## src/rtl/async_fifo_rd_stream.sv

```systemverilog
// async_fifo_rd_stream
// Read-side consumer of the async FIFO, in the rclk domain. It pops the FIFO,
// captures the registered rdata one cycle later, and re-presents the words as
// a valid/ready stream through a 2-entry skid buffer.
// The core rate is one word per cycle while out_ready stays high. A
// synchronous flush drops the buffered words and the word in flight.
// Optional feature macro: RD_STREAM_STATS_EN adds the saturating counters
// stat_words and stat_stall.
module async_fifo_rd_stream #(
    parameter int DWIDTH = 8
) (
    input  logic              rclk,
    input  logic              reset_L,
    output logic              pop,
    input  logic [DWIDTH-1:0] rdata,
    input  logic              empty,
    input  logic              flush,
    output logic              out_valid,
    output logic [DWIDTH-1:0] out_data,
    input  logic              out_ready,
    output logic [1:0]        occupancy
`ifdef RD_STREAM_STATS_EN
    ,
    output logic [15:0]       stat_words,
    output logic [15:0]       stat_stall
`endif
);

    // inflight marks that rdata carries a popped word on the coming edge
    logic              inflight;
    logic              drain;
    logic              capture;
    logic [2:0]        level;
    logic [1:0]        occ_nxt;
    logic [DWIDTH-1:0] entry0;
    logic [DWIDTH-1:0] entry1;
    logic [DWIDTH-1:0] e0_nxt;
    logic [DWIDTH-1:0] e1_nxt;

    assign drain    = out_valid & out_ready;
    assign capture  = inflight & ~flush;
    assign out_data = entry0;

    // Words committed after this edge: the buffered entries plus the word in
    // flight minus the one leaving now. Staying below 2 guarantees the word
    // popped now always finds a free slot when it lands next cycle.
    assign level = {1'b0, occupancy} + {2'b00, inflight} - {2'b00, drain};
    assign pop   = reset_L & ~empty & ~flush & (level < 3'd2);

    // Next state of the skid buffer: tail write on capture, shift on drain
    always_comb begin
        occ_nxt = occupancy;
        e0_nxt  = entry0;
        e1_nxt  = entry1;
        if (flush) begin
            occ_nxt = 2'd0;
        end else begin
            case ({capture, drain})
                2'b10: begin
                    occ_nxt = occupancy + 2'd1;
                    if (occupancy == 2'd0) e0_nxt = rdata;
                    else                   e1_nxt = rdata;
                end
                2'b01: begin
                    occ_nxt = occupancy - 2'd1;
                    e0_nxt  = entry1;
                end
                2'b11: begin
                    if (occupancy == 2'd2) begin
                        e0_nxt = entry1;
                        e1_nxt = rdata;
                    end else begin
                        e0_nxt = rdata;
                    end
                end
                default: ;
            endcase
        end
    end

    // Control state and head entry; reset loses any word in flight
    always_ff @(posedge rclk or negedge reset_L) begin
        if (!reset_L) begin
            inflight  <= 1'b0;
            occupancy <= 2'd0;
            out_valid <= 1'b0;
            entry0    <= '0;
        end else begin
            inflight  <= pop;
            occupancy <= occ_nxt;
            out_valid <= (occ_nxt != 2'd0);
            entry0    <= e0_nxt;
        end
    end

    // Second entry holds data only, so it needs no reset
    always_ff @(posedge rclk) begin
        entry1 <= e1_nxt;
    end

    // The pop throttle makes a capture into a full, non-draining buffer impossible
    overflow_chk: assert property (@(posedge rclk) disable iff (!reset_L)
        !(capture && occupancy == 2'd2 && !drain));

`ifdef RD_STREAM_STATS_EN
    function automatic logic [15:0] sat_inc(input logic [15:0] v);
        return (v == 16'hFFFF) ? v : v + 16'd1;
    endfunction

    // Saturating counters of delivered words and back-pressured cycles
    always_ff @(posedge rclk or negedge reset_L) begin
        if (!reset_L) begin
            stat_words <= 16'd0;
            stat_stall <= 16'd0;
        end else if (flush) begin
            stat_words <= 16'd0;
            stat_stall <= 16'd0;
        end else begin
            if (drain)                  stat_words <= sat_inc(stat_words);
            if (out_valid & ~out_ready) stat_stall <= sat_inc(stat_stall);
        end
    end
`endif

endmodule
```

## config.mk

```make
export PLATFORM = sky130hd
export DESIGN_NAME = async_fifo_rd_stream
export DESIGN_NICKNAME = d
export VERILOG_FILES = /design/src/rtl/async_fifo_rd_stream.sv
export SDC_FILE = /design/constraint.sdc
export NUM_CORES = 1
export LEC_CHECK = 0
export BUFFER_PORTS_ARGS = -buffer_cell sky130_fd_sc_hd__buf_2
export CAP_MARGIN = 20
export CELL_PAD_IN_SITES_DETAIL_PLACEMENT = 1
export CELL_PAD_IN_SITES_GLOBAL_PLACEMENT = 1
export CORE_MARGIN = 2
export CORE_UTILIZATION = 40
export CTS_CLUSTER_SIZE = 20
export DETAILED_ROUTE_END_ITERATION = 12
export GPL_TIMING_DRIVEN = 1
export PLACE_DENSITY = 0.73
export SETUP_SLACK_MARGIN = 0.4
export SYNTH_ARGS = -nofsm -noshare
export SYNTH_HDL_FRONTEND = slang
export SYNTH_SLANG_ARGS = --single-unit
```

## constraint.sdc

```tcl
create_clock -name rclk -period 5.3 [get_ports rclk]
set_clock_uncertainty 0.1 [all_clocks]
set_input_delay 0.53 -clock rclk [delete_from_list [all_inputs] [get_ports rclk]]
set_output_delay 0.53 -clock rclk [all_outputs]
set_load 0.01 [all_outputs]
```

# == After elaboration in Yosys (flattened, before gate mapping) ==
# Cells that the tools add are included.
# op_classes
reduce_logical,6
bitwise,7
n_mux,8
add_sub_neg,4
eq_ne,7
order_cmp,1
# ops
op,n
2-to-1 mux 8 bit,4
one-hot mux 8 bit (3 select lines),1
one-hot mux 8 bit (2 select lines),1
"equality test 2 bit, second input constant",3
"inequality test 2 bit, second input constant",3
AND 1 bit,5
one-hot mux 2 bit (2 select lines),1
AND reduction 4 bit,1
nonzero test 2 bit,2
adder 2 x 1 -> 3 bit,1
"< comparator 3 x 2 -> 1 bit, second input constant",1
AND reduction 3 bit,1
nonzero test 3 bit,1
subtractor 3 x 1 -> 3 bit,1
"adder 2 x 1 -> 2 bit, second input constant",1
"equality test 2 x 1 -> 1 bit, second input constant",1
zero test 2 bit,1
2-to-1 mux 2 bit,1
NOT 1 bit,2
"subtractor 2 x 1 -> 2 bit, second input constant",1
# word_totals
elab_cells,38
output_inout_bits,12
input_bits,13
ff_bits,20

# == Logic depth before layout (Yosys ltp) ==
# logic_depth
depth_word,6
ltp_mapped,8
mapped_depth_nobuf,6

# == Least setup slack after synthesis ==
# No wires, ideal clock.
# synth_timing
path_type,input -> output
startpoint,input port out_ready
endpoint,output port pop
arrival_time_ps,2066
slack_ps,2604
stages,7
path_cell_list,and2_1 > buf_4 > ha_1 > or2b_1 > fa_1 > nand4bb_1 > nor2_1
# synth_between
elab_chain_len,4
# synth_lines
item,line_no,text
"start, declared",20,"input logic out_ready,"
AND 1 bit,40,assign drain = out_valid & out_ready;
subtractor 3 x 1 -> 3 bit,47,"assign level = {1'b0, occupancy} + {2'b00, inflight} - {2'b00, drain};"
< comparator 3 x 2 -> 1 bit,48,assign pop = reset_L & ~empty & ~flush & (level < 3'd2);
AND 1 bit,48,
"end, declared",14,"output logic pop,"
# No other way between the ends.

# == Worst setup path in the final report ==
# layout_timing
startpoint,register out_valid
endpoint,output port pop
# layout_between
elab_chain_len,4
# layout_lines
item,line_no,text
"start, declared",18,"output logic out_valid,"
"start signal, assigned",91,out_valid <= (occ_nxt != 2'd0);
AND 1 bit,40,
subtractor 3 x 1 -> 3 bit,47,
< comparator 3 x 2 -> 1 bit,48,
AND 1 bit,48,
# No other way between the ends.

==> results by group <==
Power and ir drop
  – Worst vdd ir: 179 µV
  – Power Density: 311 mW/mm²
  – Pleak: 0.508 nW

Logic synthesis
  – Yosys cell types: 32
  – YS warnings: 0
  – Area of the mapped netlist: 0.00113 mm²
  – Syn Area/Cell: 11.2 µm²
  – Syn Nets: 120
  – FF+latch count, synth: 20
  – Mapped Cells: 101
  – Register area share after synthesis: 47.8%

Clock tree
  – CTS tree: built
  – H-Tree Depth: 1
  – Clock slew at reported path FFs: 100 ps
  – Cts bufs inserted: 3
  – Clk Latency, worst-skew pair: 310 ps
  – Root Buffer Master: clkbuf_4
  – CTS sink cnt: 20
  – Maximum clock path buffer count: 2

Die
  – Die Y: 57.2 µm
  – DIE AREA: 0.00327 mm²
  – Core area: 0.00271 mm²
  – I/O Pins: 25
  – Initial Util: 41.7%
  – Die W: 57.2 µm
  – Row Count: 19

Finish
  – Nets: 142
  – Fillcell total: 314
  – Multi-input gate area: 512 µm²
  – N_diodes: 0
  – Non-filler instance count after layout: 152
  – Reg area: 541 µm²
  – Commonest non-fill, non-tap cells in the layout: buf_2, a31oi_1, dfrtp_1
  – Layout cells sized above 1: 24.8%
  – Commonest non-fill, non-tap cell in the layout: buf_2
  – Layout area overhead: 11.3%

Critical path
  – CP max-delay cell: fa_1
  – Crit-path cells: and2_1 > ha_1 > or2b_1 > fa_1 > nand4bb_1 > nor2_1 > buf_2
  – Kind of critical path: reg2out
  – CP required: 4670 ps
  – Worst Path Buf+Inv: 1
  – Setup crit start kind: register
  – Arrival @ worst endpoint: 2660 ps
  – Critical Path Max Stage Delay: 480 ps
  – CP top delay family: simple AND/OR/NAND/NOR gates
  – CP endpoint kind: output port
  – Worst-path maximum fanout: 12

Detailed routing
  – DRC viols: 0
  – DRT antenna net count: 0
  – Initial drt markers: 21
  – Routed WL: 2690 µm
  – Routed vias: 894
  – DR vias/cell: 5.88
  – Routed WL per cell: 17.7 µm
  – Initial DRT Pass Iterations: 4

Timing
  – RSZ-0062 raised after global routing: false
  – Slew HR: 42.3%
  – Hold Worst Slack: 323 ps
  – Endpoints failing hold: 0
  – Max Clock Freq: 304 MHz
  – Tmin final: 3290 ps
  – Slew Limit Fails: 0
  – Total negative slack: 0 ps
  – Final period utilization: 62.1%
  – Final setup violation count: 0
  – Worst Tran Pin Value: 865 ps

Global routing
  – Largest net degree at the start of global routing: 14
  – GRT Total Usage: 19.0%
  – Grt ovf: 0
  – Number of global-route vias before repair: 941
  – Initial antenna violation count: 0
  – First-pass GRT wire length: 4660 µm

Outcome
  – Status: finished clean

Placed design
  – Gpl congestion: 0.790
  – DP HPWL: 2030 µm
  – DP Cell Count: 148
  – Port buffer count: 24

Run
  – Max cap viols: 0

Worst hold path
  – Hold Crit Class: in2reg
final cells by class:
| cell class | instances | share of cell area (%) |
|---|---|---|
| Sequential cell | 20 | 42.9 |
| Multi-Input combinational cell | 69 | 40.7 |
| Timing Repair Buffer | 25 | 10.3 |
| Tap cell | 31 | 3.08 |
| Clock buffer | 3 | 1.79 |
| Inverter | 4 | 1.19 |
sequential cells by signal (all words and copies together), names as in the netlist:
name	count
out_data	8
out_valid	1
inflight	1
entry1	8
occupancy	2
path summary, 6_finish.rpt:
kind / startpoint / to / slack [ps] / cells past startpoint
worst min-delay path: rdata[4] / entry1[4] / 320 / 1
worst max register to register: out_valid / entry1[3] / 2600 / 5
max in group asynchronous: reset_L / out_data[1] / 4330 / 2
min in group asynchronous: reset_L / out_data[6] / 530 / 2
worst max-delay path: out_valid / pop / 2010 / 7
worst min register to register: out_data[4] / out_data[4] / 460 / 2
Yosys cell counts, drive strengths merged:
cell	instances	area share [%]
nor3	1	0.44
a21o	1	0.66
dfrtp	12	27
nor2	2	0.88
a41oi	1	1.4
a21oi	11	4.9
a31oi	14	7.7
a211o	1	0.77
nand4bb	1	1.0
ha	5	5.5
nor2b	2	1.1
o21ai	2	1.9
edfxtp	8	21
inv	4	1.3
xor2	1	0.77
o31ai	1	0.66
nand3	1	0.44
or3	1	0.55
o211ai	8	5.3
and3b	1	0.77
and2	2	1.1
nand2	1	0.33
nand2b	2	1.1
buf	8	5.6
or2b	1	0.66
fa	1	1.8
a21boi	7	4.6
xnor2	1	0.77
kinds of logic after synthesis:
| family | after synthesis | synth area share [%] |
|---|---|---|
| AO/OA/AOI/OAI | 46 | 28.0 |
| flip-flops | 20 | 47.8 |
| AND/OR/NAND/NOR | 15 | 8.41 |
| buffers and inverters | 12 | 6.97 |
| adder cells (fa/ha/maj) | 6 | 7.30 |
| XOR/XNOR | 2 | 1.55 |
per-stage QoR:
| stage | instance area, µm² | util [%] | setup WS [ps] | power, mW |
|---|---|---|---|---|
| floorplan | 1130 | - | 2600 | 0.275 |
| global placement | 1230 | 45.2 | 2230 | 0.318 |
| detailed placement | 1230 | 45.2 | 2120 | 0.323 |
| CTS | 1260 | 46.4 | 2000 | 0.396 |
| global route | 1260 | 46.4 | 1810 | 0.414 |
| finish | 1260 | 46.4 | 2010 | 0.392 |
what timing repair did:
action / CTS / global route
endpoints found under the hold margin: 6 / 0
hold buffers: 1 / 0
buffers inserted: 0 / 0
gates resized for setup: 0 / 0
routing by layer:
layer	track usage [%]	up-vias	wire, µm
li1	-	424	-
met1	24.1	445	1150
met2	31.5	18	1400
met3	3.63	7	86
met4	8.31	0	59
met5	0	-	0
power by group:
group          switching (mW)  internal, mW
clock network          0.0473        0.0266
logic                  0.0607        0.0489
registers              0.0171         0.191
total                   0.125         0.267
Power figures use the tool's default switching activity.
